[config.mk]
export PLATFORM = sky130hd
export DESIGN_NAME = branch_stack
export DESIGN_NICKNAME = d
export VERILOG_FILES = /design/src/rtl/branch_stack_pkg.sv /design/src/rtl/branch_stack.sv
export SDC_FILE = /design/constraint.sdc
export NUM_CORES = 1
export LEC_CHECK = 0
export ABC_CLOCK_PERIOD_IN_PS = 17800
export CAP_MARGIN = 20
export CORE_MARGIN = 2
export CORE_UTILIZATION = 54
export DETAILED_ROUTE_END_ITERATION = 6
export GPL_TIMING_DRIVEN = 0
export PLACE_DENSITY_LB_ADDON = 0.1
export SETUP_SLACK_MARGIN = 0.15
export SYNTH_ARGS = -nofsm -noshare
export SYNTH_HDL_FRONTEND = slang
export SYNTH_SLANG_ARGS = --single-unit
[constraint.sdc]
create_clock -name clock -period 17.8 [get_ports clock]
set_input_delay 1.78 -clock clock [delete_from_list [all_inputs] [get_ports clock]]
set_output_delay 1.78 -clock clock [all_outputs]
set_load 0.02 [all_outputs]
[src/rtl/branch_stack_pkg.sv]
// Shared definitions for the branch checkpoint stack: reorder-buffer sizing,
// physical-tag / freelist-pointer widths and the checkpoint record layout.
package branch_stack_pkg;

    // Reorder-buffer entry count; also the freelist length.
    localparam int N_ENTRY_ROB = 32;

    // Default number of branch checkpoint slots.
    localparam int N_BR_STACK = 4;

    // Physical-tag width (architectural + ROB-sized rename pool).
    localparam int TW = $clog2(N_ENTRY_ROB + 33);

    // Freelist pointer width.
    localparam int PW = $clog2(N_ENTRY_ROB);

    // Freelist tag snapshot, one tag per freelist entry.
    typedef logic [N_ENTRY_ROB-1:0][TW-1:0] tag_table_t;

    // One checkpoint: everything needed to rewind the freelist.
    typedef struct packed {
        tag_table_t      tag_table;
        logic [PW-1:0]   pointer;
        logic            empty;
    } br_ckpt_t;

endpackage : branch_stack_pkg

[src/rtl/branch_stack.sv]
// Branch checkpoint stack. Each dispatched branch saves a freelist snapshot in
// a circular buffer. A mispredicting branch reads its snapshot back in the same
// cycle so the freelist can be restored, and squashes itself plus every younger
// checkpoint. Correctly-predicted branches free their slot, possibly out of
// order; the head retires at most one free slot per cycle.
module branch_stack
    import branch_stack_pkg::*;
#(
    parameter int DEPTH = N_BR_STACK
) (
    input  logic                          clock,
    input  logic                          reset,

    input  logic                          push_br,
    input  tag_table_t                    tag_table_br,
    input  logic [PW-1:0]                 pointer_br,
    input  logic                          empty_br,

    input  logic                          br_resolve,
    input  logic [$clog2(DEPTH)-1:0]      br_resolve_id,
    input  logic                          br_mispred,

    output logic [$clog2(DEPTH)-1:0]      br_id,
    output logic                          full,
    output tag_table_t                    recovery_tag_table,
    output logic [PW-1:0]                 recovery_pointer,
    output logic                          recovery_empty,
    output logic [DEPTH-1:0]              valid_mask
);

    localparam int IW   = $clog2(DEPTH);
    localparam int PW_B = IW + 1;

    // Head (oldest) and tail (next free) carry an extra wrap bit so that
    // full and empty can be told apart when the index bits match.
    logic [PW_B-1:0]  head_q, head_d;
    logic [PW_B-1:0]  tail_q, tail_d;
    logic [DEPTH-1:0] valid_q, valid_d;
    br_ckpt_t         ckpt_q [DEPTH];

    logic [IW-1:0] head_idx;
    logic [IW-1:0] tail_idx;
    logic          empty;
    logic          resolve_hit;
    logic          mispred_fire;
    logic          push_fire;
    br_ckpt_t      snapshot;
    br_ckpt_t      recovery;

    assign head_idx = head_q[IW-1:0];
    assign tail_idx = tail_q[IW-1:0];
    assign empty    = (head_q == tail_q);
    assign full     = (head_idx == tail_idx) && (head_q[IW] != tail_q[IW]);

    // A resolve naming a slot that is already free is a no-op.
    assign resolve_hit  = br_resolve && valid_q[br_resolve_id];
    assign mispred_fire = resolve_hit && br_mispred;

    // Any mispredict in the cycle drops the push: the pushing branch is on
    // the wrong path and must not get a checkpoint.
    assign push_fire = push_br && !full && !(br_resolve && br_mispred);

    assign snapshot = '{tag_table: tag_table_br, pointer: pointer_br, empty: empty_br};

    assign br_id      = tail_idx;
    assign valid_mask = valid_q;

    // Zero-latency read so the freelist restores in the mispredict cycle.
    assign recovery           = ckpt_q[br_resolve_id];
    assign recovery_tag_table = recovery.tag_table;
    assign recovery_pointer   = recovery.pointer;
    assign recovery_empty     = recovery.empty;

    // Slots from id (inclusive) to tail (exclusive), walking in age order
    // starting at head. Offsets are taken relative to head so the compare
    // works across the index wrap.
    function automatic logic [DEPTH-1:0] younger_mask(
        input logic [PW_B-1:0] head,
        input logic [PW_B-1:0] tail,
        input logic [IW-1:0]   id
    );
        logic [DEPTH-1:0] mask;
        logic [PW_B-1:0]  count;
        logic [IW-1:0]    off_id;
        logic [IW-1:0]    off_i;
        mask   = '0;
        count  = tail - head;
        off_id = id - head[IW-1:0];
        for (int i = 0; i < DEPTH; i++) begin
            off_i = IW'(i) - head[IW-1:0];
            if ((off_i >= off_id) && ({1'b0, off_i} < count)) begin
                mask[i] = 1'b1;
            end
        end
        return mask;
    endfunction

    // Next-state for head, tail and the valid bits.
    always_comb begin
        // NOTE: every signal assigned here gets a default first, otherwise
        // a path that skips the assignment infers a latch.
        head_d  = head_q;
        tail_d  = tail_q;
        valid_d = valid_q;

        if (resolve_hit) begin
            valid_d[br_resolve_id] = 1'b0;
        end

        if (mispred_fire) begin
            valid_d = valid_d & ~younger_mask(head_q, tail_q, br_resolve_id);
            // Rebuild tail from head so its wrap bit is consistent.
            tail_d  = head_q + {1'b0, IW'(br_resolve_id - head_idx)};
        end else if (push_fire) begin
            valid_d[tail_idx] = 1'b1;
            tail_d            = tail_q + PW_B'(1);
        end

        // Retire one freed slot per cycle from the oldest end.
        if (!empty && !valid_q[head_idx]) begin
            head_d = head_q + PW_B'(1);
        end
    end

    // Pointer and valid state, cleared asynchronously on reset.
    always_ff @(posedge clock or posedge reset) begin
        // NOTE: non-blocking assignments keep every register sampling the
        // pre-edge values, independent of statement order.
        if (reset) begin
            head_q  <= '0;
            tail_q  <= '0;
            valid_q <= '0;
        end else begin
            head_q  <= head_d;
            tail_q  <= tail_d;
            valid_q <= valid_d;
        end
    end

    // Snapshot storage; written on every accepted push.
    always_ff @(posedge clock) begin
        // NOTE: storage is deliberately not reset; the valid bits alone say
        // whether a slot means anything, which keeps this plain RAM.
        if (push_fire) begin
            ckpt_q[tail_idx] <= snapshot;
        end
    end

endmodule : branch_stack

==> run metrics <==
Worst setup EP type primary output; Rel. slew slack 40.13%; Layout Nets 2150; warnings from Yosys 0; IO Port Bufs 473; Setup CP Type input port to primary output; cells along the critical path clkdlybuf4s50_1 -> buf_2 -> clkbuf_1 -> buf_1 -> mux4_2 -> clkdlybuf4s50_1; Final Critical Period 6.642 ns; H-Tree Depth 3; clock root buffer clkbuf_16; vias post-DR 15644; die area 65120 um^2; Critical Path Slowest Stage Cell clkdlybuf4s50_1; Initial Util 54.31%; Leak 14.01 nW; Placement Setup Slack 11.08 ns; Syn-to-layout area delta 27.10%; overall routing resource usage 21.49%; EDFF count, synth 920; setup bufs post-CTS 0; Hold EP head_q[2]; hold crit path type register to register; number of global-route vias before repair 16364; initial drt markers 971; largest net degree at the start of global routing 103; DR pass1 iterations 4; Mean Syn Cell Area 26.07 um^2; DP Wirelength 45090 um; gpl congestion 0.7606; flop2flop setup slack 14.48 ns; Final Hold Viols 0; Worst-Skew Late Latency 0.63 ns; CP peak stage delay 0.64 ns; DR vias/cell 5.551; Top Layer Used met5; CP most frequent cell clkdlybuf4s50_1; Synth top area share 81.08%; # DRC 0; clk sink count 930; fraction of registers with async set/reset 1.075%; Worst-Margin Slew 0.8981 ns; status finished, final reports clean; hold path cells 1; initial antenna violation count 17; Cell Area, Synth 34070 um^2; routed wire length 70180 um; most common flop cell mapped by yosys edfxtp_1; Final ANT Viol Nets 0; CTS hold repair buffers 0; row cnt 92; final hold slack 0.5629 ns; RSZ-0062 raised after global routing false; worst reg2reg path depth 9; final period utilization 37.31%; Synth Net Count 1565; Hold Startpoint head_q[2]; CTS tree done; chip height 255.2 um; area leader, netlist edfxtp_1; FF+latch count, synth 930; worst endpoint data arrival time 4.86 ns; number of I/O pins 474; WL met3 6193 um; Synth area leaders edfxtp_1, mux4_2, dfrtp_1; wire per inst 24.90 um; grt ovf 0; Distinct cells, synth 33; Max VDD drop 0.09340 mV; Resized Gates After CTS 0; die width 255.2 um; Met2 Routed Length 35480 um; Clock transition at path regs 0.06 ns; Seq/Total Area, Yosys 81.81%; final setup fails 0; post-route insts no fill 2818; Placeable Area 62740 um^2; first-pass GRT wire length 101600 um; Final Max Slew Viols 0; ratio of cells with drive above 1 in the final layout 21.20%; Max Cap Viol 0; wl on met1 26530 um; post-route setup TNS 0 ns; Final Util 69.03%; critical path required time 16.02 ns; Worst Slack Setup Final 11.16 ns; Highest Clock Rate 150.6 MHz; clock skew 0.01770 ns; Syn Inst Count 1307; most frequent cell after synthesis edfxtp_1; P per Cell Area 136.1 nW/um^2; synth cell count leaders edfxtp_1, mux4_2, buf_2, ha_1, inv_1; Num CTS Buffers 94; placed cells 2642; clk buf depth 3; peak fanout along the critical path 10; Worst R2R End ckpt_q[0][122]; Reg2Reg Launch Point head_q[1]; crit start category input port
sequential cells by signal, summed over array words and instances (netlist names):
| name | cells |
|---|---|
| ckpt_q | 920 |
| head_q | 3 |
| valid_mask | 4 |
| tail_q | 3 |
kinds of logic after synthesis:
logic type / synth area share (%)
AOI/OAI and AO/OA: 0.4443
xor gates and xnor gates: 0.2240
adders and majority gates: 0.8886
buffers and inverters: 0.9804
DFF: 81.81
muxes: 15.33
and+or+nand+nor: 0.3158
worst max-delay path: cells and delay by family:
kind | cells | cell delay [ns]
muxes | 1 | 0.42
buffers and inverters | 5 | 2.65
metal layers:
| layer | vias up | GRT usage (%) |
|---|---|---|
| met5 | - | 0 |
| met4 | 30 | 7.018 |
| met3 | 139 | 8.075 |
| met2 | 445 | 34.65 |
| met1 | 8181 | 27.27 |
| li1 | 6849 | - |
layout make-up:
type	count	area [um^2]
antenna	5	12.51
clock inverter	49	431.7
timing repair buffer	489	5175
inverter	16	67.56
sequential	930	27880
tap	846	1059
clock buffer	122	2542
fill	3889	19430
buffer	56	274.0
multi-input combinational	305	5868
per-stage QoR:
| step | total power [mW] | cell area [um^2] |
|---|---|---|
| floorplan | 3.588 | 34070 |
| global placement | 4.137 | 39870 |
| detailed placement | 4.073 | 40320 |
| CTS | 5.963 | 43290 |
| global route | 6.128 | 43300 |
| finish | 5.893 | 43310 |
report_power, final:
group	internal [mW]	leakage [nW]	switching, mW
Clock	1.11	1.44	0.781
Sequential	2.82	8.51	0.0839
Combinational	0.481	4.06	0.617
Total	4.41	14.0	1.48
cell usage in the layout (no fill, tap or decap), types with 5 or more instances in the layout:
master	n
clkdlybuf4s50_1	473
dfrtp_1	10
xnor2_1	6
buf_16	16
bufinv_16	7
ha_1	17
buf_4	6
clkinv_2	12
inv_1	15
edfxtp_1	920
diode_2	5
nand2_1	7
clkinv_1	21
mux4_2	232
clkbuf_16	98
buf_2	33
clkbuf_1	37
o21ai_0	7
worst max-delay path by stage:
stage / startpoint / end / slack (ns)
2_1_floorplan: br_mispred / ckpt_q[2][0] / 9.74
3_3_place_gp: br_resolve / ckpt_q[2][70] / 4.56
3_5_place_dp: br_resolve_id[1] / recovery_tag_table[85] / 11.08
4_1_cts: br_resolve_id[1] / recovery_tag_table[85] / 11.08
5_1_grt: br_resolve_id[1] / recovery_tag_table[89] / 11.02
6_report: br_resolve_id[1] / recovery_tag_table[88] / 11.16
No activity file was read; power rests on OpenSTA's default activity.
